$ cat src/rtl/rx_pkg.sv
// Shared receive-path constants and types for the symbol packer and its FIFO.
package rx_pkg;

  localparam logic MOD_BPSK = 1'b1;
  localparam logic MOD_QPSK = 1'b0;

  localparam int BITS_PER_BYTE = 8;
  localparam int FIFO_WIDTH    = BITS_PER_BYTE + 1;

  typedef struct packed {
    logic       last;
    logic [7:0] data;
  } fifo_word_t;

  // Move n right-aligned accumulated bits up to the MSBs, zero-filling the LSBs.
  function automatic logic [7:0] left_align(input logic [7:0] bits, input logic [3:0] n);
    return bits << (4'(BITS_PER_BYTE) - n);
  endfunction

endpackage

$ cat src/rtl/symbol_packer_if.sv
// Symbol-in / byte-out stream bundle of the symbol packer.
interface symbol_packer_if;

  logic [1:0] s_tdata;
  logic       s_tvalid;
  logic       s_tready;
  logic       s_tlast;
  logic       s_tuser;

  logic [7:0] m_tdata;
  logic       m_tvalid;
  logic       m_tready;
  logic       m_tlast;

  // Environment side: feeds symbols, accepts bytes.
  modport master (
    output s_tdata, s_tvalid, s_tlast, s_tuser, m_tready,
    input  s_tready, m_tdata, m_tvalid, m_tlast
  );

  // Packer side.
  modport slave (
    input  s_tdata, s_tvalid, s_tlast, s_tuser, m_tready,
    output s_tready, m_tdata, m_tvalid, m_tlast
  );

endinterface

$ cat src/rtl/symbol_packer_byte_fifo.sv
// Synchronous FIFO with fall-through head; pointers carry an extra wrap bit.
module byte_fifo #(
  parameter int DEPTH = 4,
  parameter int WIDTH = 9
) (
  input  logic             clk,
  input  logic             rst,
  input  logic             push,
  input  logic [WIDTH-1:0] wdata,
  input  logic             pop,
  output logic [WIDTH-1:0] rdata,
  output logic             full,
  output logic             empty
);

  localparam int AW = $clog2(DEPTH);

  logic [WIDTH-1:0] mem [DEPTH];
  logic [AW:0]      wr_ptr;
  logic [AW:0]      rd_ptr;
  logic             wr_en;
  logic             rd_en;

  assign empty = (wr_ptr == rd_ptr);
  assign full  = (wr_ptr[AW] != rd_ptr[AW]) && (wr_ptr[AW-1:0] == rd_ptr[AW-1:0]);
  assign rd_en = pop && !empty;
  // A full FIFO still accepts a write when the head leaves in the same cycle.
  assign wr_en = push && (!full || rd_en);
  assign rdata = mem[rd_ptr[AW-1:0]];

  always_ff @(posedge clk) begin
    if (rst) begin
      wr_ptr <= '0;
      rd_ptr <= '0;
    end else begin
      if (wr_en) wr_ptr <= wr_ptr + (AW+1)'(1);
      if (rd_en) rd_ptr <= rd_ptr + (AW+1)'(1);
    end
  end

  always_ff @(posedge clk) begin
    if (wr_en) mem[wr_ptr[AW-1:0]] <= wdata;
  end

endmodule

$ cat src/rtl/symbol_packer.sv
// Packs QPSK/BPSK payload symbols MSB-first into bytes and queues them on a
// non-back-pressuring path; drops on a full FIFO are flagged sticky.
//
// state   | meaning
// --------+--------------------------------------------------------------
// ST_IDLE | waiting for the first beat of a packet; s_tuser is latched
// ST_PKT  | packet in progress; mode_lat governs bits per beat
module symbol_packer
  import rx_pkg::*;
#(
  parameter int FIFO_DEPTH = 4,
  parameter int CNT_WIDTH  = 16
) (
  input  logic                 clk,
  input  logic                 rst,
  symbol_packer_if.slave       bus,
  output logic                 overflow,
  output logic [CNT_WIDTH-1:0] byte_count
);

  localparam logic [0:0] ST_IDLE = 1'b0;
  localparam logic [0:0] ST_PKT  = 1'b1;

  logic [0:0] state;
  logic       mode_lat;
  logic [7:0] acc;
  logic [3:0] nbits;

  logic       mode_eff;
  logic [7:0] acc_nxt;
  logic [3:0] nbits_nxt;
  logic       byte_done;
  logic       push_req;
  fifo_word_t push_word;

  logic       pop;
  logic       push_ok;
  logic       drop;
  logic       fifo_full;
  logic       fifo_empty;
  fifo_word_t head;

  always_comb begin
    mode_eff = (state == ST_PKT) ? mode_lat : bus.s_tuser;
    if (mode_eff == MOD_BPSK) begin
      acc_nxt   = (acc << 1) | 8'(bus.s_tdata[1]);
      nbits_nxt = nbits + 4'd1;
    end else begin
      acc_nxt   = (acc << 2) | 8'(bus.s_tdata);
      nbits_nxt = nbits + 4'd2;
    end
    byte_done      = (nbits_nxt == 4'(BITS_PER_BYTE));
    push_req       = bus.s_tvalid && (byte_done || bus.s_tlast);
    push_word.last = bus.s_tlast;
    push_word.data = left_align(acc_nxt, nbits_nxt);
  end

  always_ff @(posedge clk) begin
    if (rst) begin
      state    <= ST_IDLE;
      mode_lat <= MOD_BPSK;
      acc      <= '0;
      nbits    <= '0;
    end else if (bus.s_tvalid) begin
      if (state == ST_IDLE) mode_lat <= bus.s_tuser;
      if (bus.s_tlast || byte_done) begin
        acc   <= '0;
        nbits <= '0;
      end else begin
        acc   <= acc_nxt;
        nbits <= nbits_nxt;
      end
      state <= bus.s_tlast ? ST_IDLE : ST_PKT;
    end
  end

  assign pop     = !fifo_empty && bus.m_tready;
  assign push_ok = push_req && (!fifo_full || pop);
  // The packer keeps advancing on a drop; only the byte itself is lost.
  assign drop    = push_req && fifo_full && !pop;

  byte_fifo #(
    .DEPTH (FIFO_DEPTH),
    .WIDTH (FIFO_WIDTH)
  ) u_fifo (
    .clk   (clk),
    .rst   (rst),
    .push  (push_ok),
    .wdata (push_word),
    .pop   (pop),
    .rdata (head),
    .full  (fifo_full),
    .empty (fifo_empty)
  );

  always_ff @(posedge clk) begin
    if (rst) begin
      overflow   <= 1'b0;
      byte_count <= '0;
    end else begin
      if (drop)    overflow   <= 1'b1;
      if (push_ok) byte_count <= byte_count + CNT_WIDTH'(1);
    end
  end

  assign bus.s_tready = 1'b1;
  assign bus.m_tvalid = !fifo_empty;
  assign bus.m_tdata  = fifo_empty ? 8'h00 : head.data;
  assign bus.m_tlast  = !fifo_empty && head.last;

endmodule

$ cat src/flat_wrapper.sv
// flat-port wrapper written by rule: the top's interface ports become plain ports
module symbol_packer_flat import rx_pkg::*;
#(
  parameter int FIFO_DEPTH = 4,
  parameter int CNT_WIDTH  = 16
)
  (clk, rst, overflow, byte_count, bus_s_tdata, bus_s_tvalid, bus_s_tlast, bus_s_tuser, bus_m_tready, bus_s_tready, bus_m_tdata, bus_m_tvalid, bus_m_tlast);
  symbol_packer_if bus_i ();
  input  logic clk;
  input  logic rst;
  output logic overflow;
  output logic [CNT_WIDTH-1:0] byte_count;
  input wire logic [$bits(bus_i.s_tdata)-1:0] bus_s_tdata;
  input wire logic [$bits(bus_i.s_tvalid)-1:0] bus_s_tvalid;
  input wire logic [$bits(bus_i.s_tlast)-1:0] bus_s_tlast;
  input wire logic [$bits(bus_i.s_tuser)-1:0] bus_s_tuser;
  input wire logic [$bits(bus_i.m_tready)-1:0] bus_m_tready;
  output wire logic [$bits(bus_i.s_tready)-1:0] bus_s_tready;
  output wire logic [$bits(bus_i.m_tdata)-1:0] bus_m_tdata;
  output wire logic [$bits(bus_i.m_tvalid)-1:0] bus_m_tvalid;
  output wire logic [$bits(bus_i.m_tlast)-1:0] bus_m_tlast;
  assign bus_i.s_tdata = bus_s_tdata;
  assign bus_i.s_tvalid = bus_s_tvalid;
  assign bus_i.s_tlast = bus_s_tlast;
  assign bus_i.s_tuser = bus_s_tuser;
  assign bus_i.m_tready = bus_m_tready;
  assign bus_s_tready = bus_i.s_tready;
  assign bus_m_tdata = bus_i.m_tdata;
  assign bus_m_tvalid = bus_i.m_tvalid;
  assign bus_m_tlast = bus_i.m_tlast;
  symbol_packer #(.FIFO_DEPTH(FIFO_DEPTH), .CNT_WIDTH(CNT_WIDTH)) u_core (.clk(clk), .rst(rst), .bus(bus_i), .overflow(overflow), .byte_count(byte_count));
endmodule
$ cat config.mk
export PLATFORM = sky130hd
export DESIGN_NAME = symbol_packer_flat
export DESIGN_NICKNAME = d
export VERILOG_FILES = /design/src/rtl/rx_pkg.sv /design/src/rtl/symbol_packer_if.sv /design/src/rtl/symbol_packer_byte_fifo.sv /design/src/rtl/symbol_packer.sv /design/src/flat_wrapper.sv
export SDC_FILE = /design/constraint.sdc
export NUM_CORES = 1
export LEC_CHECK = 0
export ABC_AREA = 1
export CORE_AREA = 2 2 86 88
export DETAILED_ROUTE_END_ITERATION = 8
export DIE_AREA = 0 0 88 90
export HOLD_SLACK_MARGIN = 0.15
export PLACE_DENSITY = 0.77
export SLEW_MARGIN = 20
export SYNTH_ARGS = -nofsm -noshare
export SYNTH_HDL_FRONTEND = slang
export SYNTH_SLANG_ARGS = --single-unit
$ cat constraint.sdc
create_clock -name clk -period 2.9 [get_ports clk]
set_input_delay 0.58 -clock clk [delete_from_list [all_inputs] [get_ports clk]]
set_output_delay 0.58 -clock clk [all_outputs]
set_load 0.05 [all_outputs]
# Word-level counts from Yosys, hierarchy flattened
# Memory sizes are Yosys's and may differ from the RTL's. A register that Yosys moved wholly into a read port is not among the register bits.
# Cells that the tools add are included.
dict set report totals {
  word_cells 48
  ramBits 36
  in_bits 8
  rom_bits 0
  output_inout_bits 28
  latchBits 0
  regBits 36
  mem_count 1
}
dict set report classes {
  n_mul 0
  div 0
  n_eq_ne 4
  n_reduce_logical 15
  n_mux 11
  order_cmp 0
  bitwise 2
  shifts 1
  addsub 6
}
# memory words word_bits rd rd_clocked_by_memory_dff write_ports line
set memory_table {}
lappend memory_table {u_core.u_fifo.mem 4 9 1 1 1 symbol_packer_byte_fifo.sv:18} ;# logic [WIDTH-1:0] mem [DEPTH];
# operator count
set op_table {}
lappend op_table {{adder 16 x 1 -> 16 bit, second input constant} 1}
lappend op_table {{2-to-1 mux 8 bit} 2}
lappend op_table {{logical AND 1 bit} 9}
lappend op_table {{2-to-1 mux 4 bit} 2}
lappend op_table {{OR 8 x 1 -> 8 bit} 1}
lappend op_table {{OR 8 x 2 -> 8 bit} 1}
lappend op_table {{left shift 8 x 4 -> 8 bit} 1}
lappend op_table {{2-to-1 mux 7 bit} 1}
lappend op_table {{adder 3 x 1 -> 3 bit, second input constant} 2}
lappend op_table {{adder 4 x 1 -> 4 bit, second input constant} 1}
lappend op_table {{adder 4 x 2 -> 4 bit, second input constant} 1}
lappend op_table {{== test 4 bit, second input constant} 1}
lappend op_table {{2-to-1 mux 1 bit} 4}
lappend op_table {{2-to-1 mux 2 bit} 2}
lappend op_table {{subtractor 4 bit, first input constant} 1}
lappend op_table {{== test 3 bit} 1}
lappend op_table {{logical NOT 1 bit} 3}
lappend op_table {{logical OR 1 bit} 3}
lappend op_table {{== test 2 bit} 1}
lappend op_table {{!= test 1 bit} 1}

# Logic depth before layout (Yosys ltp)
dict set report depth {
  word_depth 9
  ltp_mapped 14
  depth_no_buf 14
}

# Cells and area by module
# Synthesis repeated with hierarchy kept, for this count alone.
dict set report unflattened {
  cells_unflattened 528
  area_unflattened_um2 4026.4
}
# mod instances area_each_um2 cells_per_inst
set modules_own_cells {}
lappend modules_own_cells {symbol_packer 1 2233.4 376}
lappend modules_own_cells {byte_fifo 1 1793.0 152}

# Worst setup path before layout
# OpenSTA, ideal clock, no wires.
dict set report synth_timing {
  path_type {input-to-reg}
  start {input bus_s_tuser}
  end {memory u_core.u_fifo.mem[2][0], enable pin}
  required_ns 2.526
  arrival_time_ns 2.246
  n_path_buf 2
  stages 12
  path_slack_ns 0.280
  cell_sequence {inv_1 -> nand2_1 -> nand2_2 -> nand2_1 -> nand2_1 -> buf_4 -> ha_1 -> nand3_2 -> o21ai_4 -> nand3_4 -> buf_6 -> nor2_1}
}
dict set report synth_via {
  elab_chain_cells 9
}
# element line
set synth_lines {}
lappend synth_lines {{from (decl)} flat_wrapper.sv:16} ;# input wire logic [$bits(bus_i.s_tuser)-1:0] bus_s_tuser;
lappend synth_lines {{2-to-1 mux 1 bit} symbol_packer.sv:44} ;# mode_eff = (state == ST_PKT) ? mode_lat : bus.s_tuser;
lappend synth_lines {{2-to-1 mux 4 bit} symbol_packer.sv:45} ;# if (mode_eff == MOD_BPSK) begin
lappend synth_lines {{== test 4 bit} symbol_packer.sv:52} ;# byte_done = (nbits_nxt == 4'(BITS_PER_BYTE));
lappend synth_lines {{logical OR 1 bit} symbol_packer.sv:53} ;# push_req = bus.s_tvalid && (byte_done || bus.s_tlast);
lappend synth_lines {{logical AND 1 bit} symbol_packer.sv:53}
lappend synth_lines {{logical AND 1 bit} symbol_packer.sv:78} ;# assign push_ok = push_req && (!fifo_full || pop);
lappend synth_lines {{logical AND 1 bit} symbol_packer_byte_fifo.sv:28} ;# assign wr_en = push && (!full || rd_en);
lappend synth_lines {{2-to-1 mux 1 bit} symbol_packer_byte_fifo.sv:42} ;# if (wr_en) mem[wr_ptr[AW-1:0]] <= wdata;
lappend synth_lines {{2-to-1 mux 1 bit (implied by the code)} symbol_packer_byte_fifo.sv:42}
lappend synth_lines {{to (decl)} symbol_packer_byte_fifo.sv:18}
# No other way between the ends.

# Worst setup path in the final report
dict set report layout_timing {
  start {register u_core.u_fifo.rd_ptr[1]}
  end {output bus_m_tvalid}
}
dict set report layout_via {
  elab_chain_cells 2
}
# element line
set layout_lines {}
lappend layout_lines {{from (decl)} symbol_packer_byte_fifo.sv:20} ;# logic [AW:0] rd_ptr;
lappend layout_lines {{from (signal assigned)} symbol_packer_byte_fifo.sv:37} ;# if (rd_en) rd_ptr <= rd_ptr + (AW+1)'(1);
lappend layout_lines {{== test 3 bit} symbol_packer_byte_fifo.sv:24} ;# assign empty = (wr_ptr == rd_ptr);
lappend layout_lines {{logical NOT 1 bit} symbol_packer.sv:107} ;# assign bus.m_tvalid = !fifo_empty;
lappend layout_lines {{to (decl)} flat_wrapper.sv:20} ;# output wire logic [$bits(bus_i.m_tvalid)-1:0] bus_m_tvalid;
# No other way between the ends.

==> reports/results.ini <==
[cells_and_area]
syn2layout_area_growth_pct=15.94
fin_nets=568
instances_no_fill=655
diodes=0
drive_above_1_share_pct=9.712
fin_util_pct=65.32

[setup_path]
reg2reg_slack_ps=510
start_kind=flip-flop
cp-endpoint=bus_m_tvalid
end_kind=primary output
critPathKind=flip-flop to primary output
worstPathRequired_ps=2320
r2r_end=u_core.u_fifo.mem[0][0]$_DFFE_PP_
path_max_fanout=4
r2r-start=u_core.nbits[0]$_SDFFE_PP0P_
cp.arrival_ps=1970
r2r_cells=9
critPathLaunch=u_core.u_fifo.rd_ptr[1]$_SDFFE_PP0N_

[detailed_routing]
drt-initial-drc-count=195
post_drt_wl_per_cell_um=12.96
viasPerCell=5.243
vias=3434
drt-total-wl_um=8492
route.detailed.drc=0
first_pass_iters=5
drtAntennaViolNets=0

[sta]
rsz0062_at_grt=no
hold_viol=0
min_period_ps=2549
final.setup.worst_slack_ps=351.4
final.setup_skew_ps=13.27
setup_viol=0
tightest_slew_ps=546.6
max_freq_mhz=392.4
maxSlewViolCount=0
maxSlewHeadroom_pct=63.51
fin_tns_setup_ps=0
period_share_pct=87.88

[power]
irDropWorstVdd_v=0.0003857
power_switching_mw=0.9266
comb_power_share_pct=25.8
p_int_mw=1.854
p_per_area_mw_per_mm2=606.4
pwr-share-clk_pct=31.5
power_leakage_nw=1.855
power_mw=2.781
switching_share_pct=33.32
seqPwrFrac_pct=42.7

[synthesis]
synthArstFlopShare_pct=0
yosysUniqueCellTypes=31
synth_most_common_cell=nand2_1
ys_seq_area_share_pct=46.57
synthCells=514
syn-mean-instance-area_um2=7.695
ys_ff_latch=74
ys_top_cells_by_area=edfxtp_1 27%, dfxtp_1 19%, nand2_1 14%
synth-edff-count=36
yosys-top-cells-count=150 x nand2_1, 62 x nor2_1, 52 x inv_1
syn_area_mm2=0.003955
synthFlopType=dfxtp_1
syn_nets=531
yosysTopAreaCellShare_pct=27.33
synth_area_leader_cell=edfxtp_1
ys_warn_count=0

[clock_network]
clkLatencyLatePin_ps=340
cts_setup_buffers=0
clock_sinks=74
cts_buffers=9
cts_tree=done
cts_resized=0
cts.htree.levels=3
root_buffer=clkbuf_8
holdBufCountCts=0
clk_pin_slew_ps=80
clockBufferDepth=2

[global_routing]
grt_pass1_vias=3122
grt_util_met3_pct=3.765
grtUsageTotal_pct=22.60
gr-usage-met1_pct=30.65
grt_start_max_net_pins=32
antenna_found_initial=0
grt_use_met2_pct=36.87
overflow=0
top_usage_layer=met2
grt_pass1_wl_um=14330

[floorplanning]
ioPinCount=36
die_h_um=90
floorplan.initialDensity_pct=56.34
die_w_um=88
design.core.area_mm2=0.007020
fp-row-count=31
dieArea_mm2=0.007920

[place]
post-dp-hpwl_um=5831
placed_cells=639
gp_congestion=0.8451
place_ws_ps=93.30
io_buffers=34

[run]
cap_viol_max_count=0

[worst_hold_path]
worst_hold_path_type=flip-flop to flip-flop
min_from=u_core.overflow$_SDFFE_PP0P_

[outcome]
status=finished, final reports clean

sequential cells by signal (all words and copies together) (netlist names), named ones only:
| signal | flops |
|---|---|
| u_core.u_fifo.mem | 36 |
| u_core.byte_count | 16 |
| u_core.acc | 7 |
| u_core.nbits | 4 |
| u_core.u_fifo.rd_ptr | 3 |
| u_core.u_fifo.wr_ptr | 3 |
| u_core.mode_lat | 1 |
| u_core.overflow | 1 |
| u_core.state | 1 |
per-layer routing:
| metal | vias to the layer above | part of all wire [%] |
|---|---|---|
| li1 | 1756 | - |
| met2 | 88 | 47 |
| met1 | 1581 | 48 |
| met3 | 9 | 3.9 |
| met4 | 0 | 1.4 |
| met5 | - | 0 |
logic make-up after synthesis:
family,synth area share [%]
AND/OR/NAND/NOR,29.90
buffers and inverters,8.288
flip-flops,46.57
AO/OA/AOI/OAI,10.09
XOR/XNOR,2.214
adder cells (fa/ha/maj),2.847
other,0.09482
critical path: stages (launching register included):
cell	delay (ps)
dfxtp_1	350
or2_1	250
a21oi_2	190
nand2_1	110
clkdlybuf4s50_1	730
metrics by stage:
| step | area, µm² | hold WS (ps) |
|---|---|---|
| 2_1_floorplan | 3955 | 444.4 |
| 3_3_place_gp | 4369 | 438.7 |
| 3_5_place_dp | 4369 | 448.5 |
| 4_1_cts | 4586 | 463.3 |
| 5_1_grt | 4586 | 486.8 |
| 6_report | 4586 | 459.3 |
placed cells by master, fill, tap and decap left out, drive strengths merged, types with 2 or more instances in the layout:
| cell | instances |
|---|---|
| xnor2 | 5 |
| dfxtp | 38 |
| ha | 9 |
| nand4 | 22 |
| nor2 | 68 |
| clkinv | 2 |
| nand2 | 156 |
| nor3 | 2 |
| o32ai | 9 |
| clkbuf | 10 |
| edfxtp | 36 |
| clkinvlp | 2 |
| o21ai | 25 |
| nand3 | 26 |
| xor2 | 5 |
| bufinv | 2 |
| a21oi | 36 |
| clkdlybuf4s50 | 25 |
| inv | 54 |
| buf | 22 |
cell type report:
cell class              instances  area [µm²]
clock buffers                  10       127.6
clock inverters                 6       88.84
fillers                       611        2435
inverters                      54       202.7
multi-input cells             365        1785
flip-flops and latches         74        1842
well taps                      99       123.9
repair buffers                 47       415.4
power groups by stage:
stage          clock, mW  sequential [mW]  combinational (mW)
3_5_place_dp           0             1.21               0.720
4_1_cts            0.893             1.19               0.722
2_1_floorplan          0             1.20               0.538
5_1_grt            0.937             1.19               0.787
6_report           0.876             1.19               0.718
3_3_place_gp           0             1.21               0.707
how the worst min path moves through the flow:
stage                                              end  slack (ps)  cells past startpoint
after floorplan             u_core.acc[1]$_SDFFE_PP0P_         440                      2
after global placement    u_core.overflow$_SDFFE_PP0P_         440                      2
after detailed placement  u_core.overflow$_SDFFE_PP0P_         450                      2
after CTS                 u_core.overflow$_SDFFE_PP0P_         460                      2
after global routing        u_core.acc[1]$_SDFFE_PP0P_         490                      2
final                     u_core.overflow$_SDFFE_PP0P_         460                      2
Note: power is estimated with default switching activity, not from simulation.
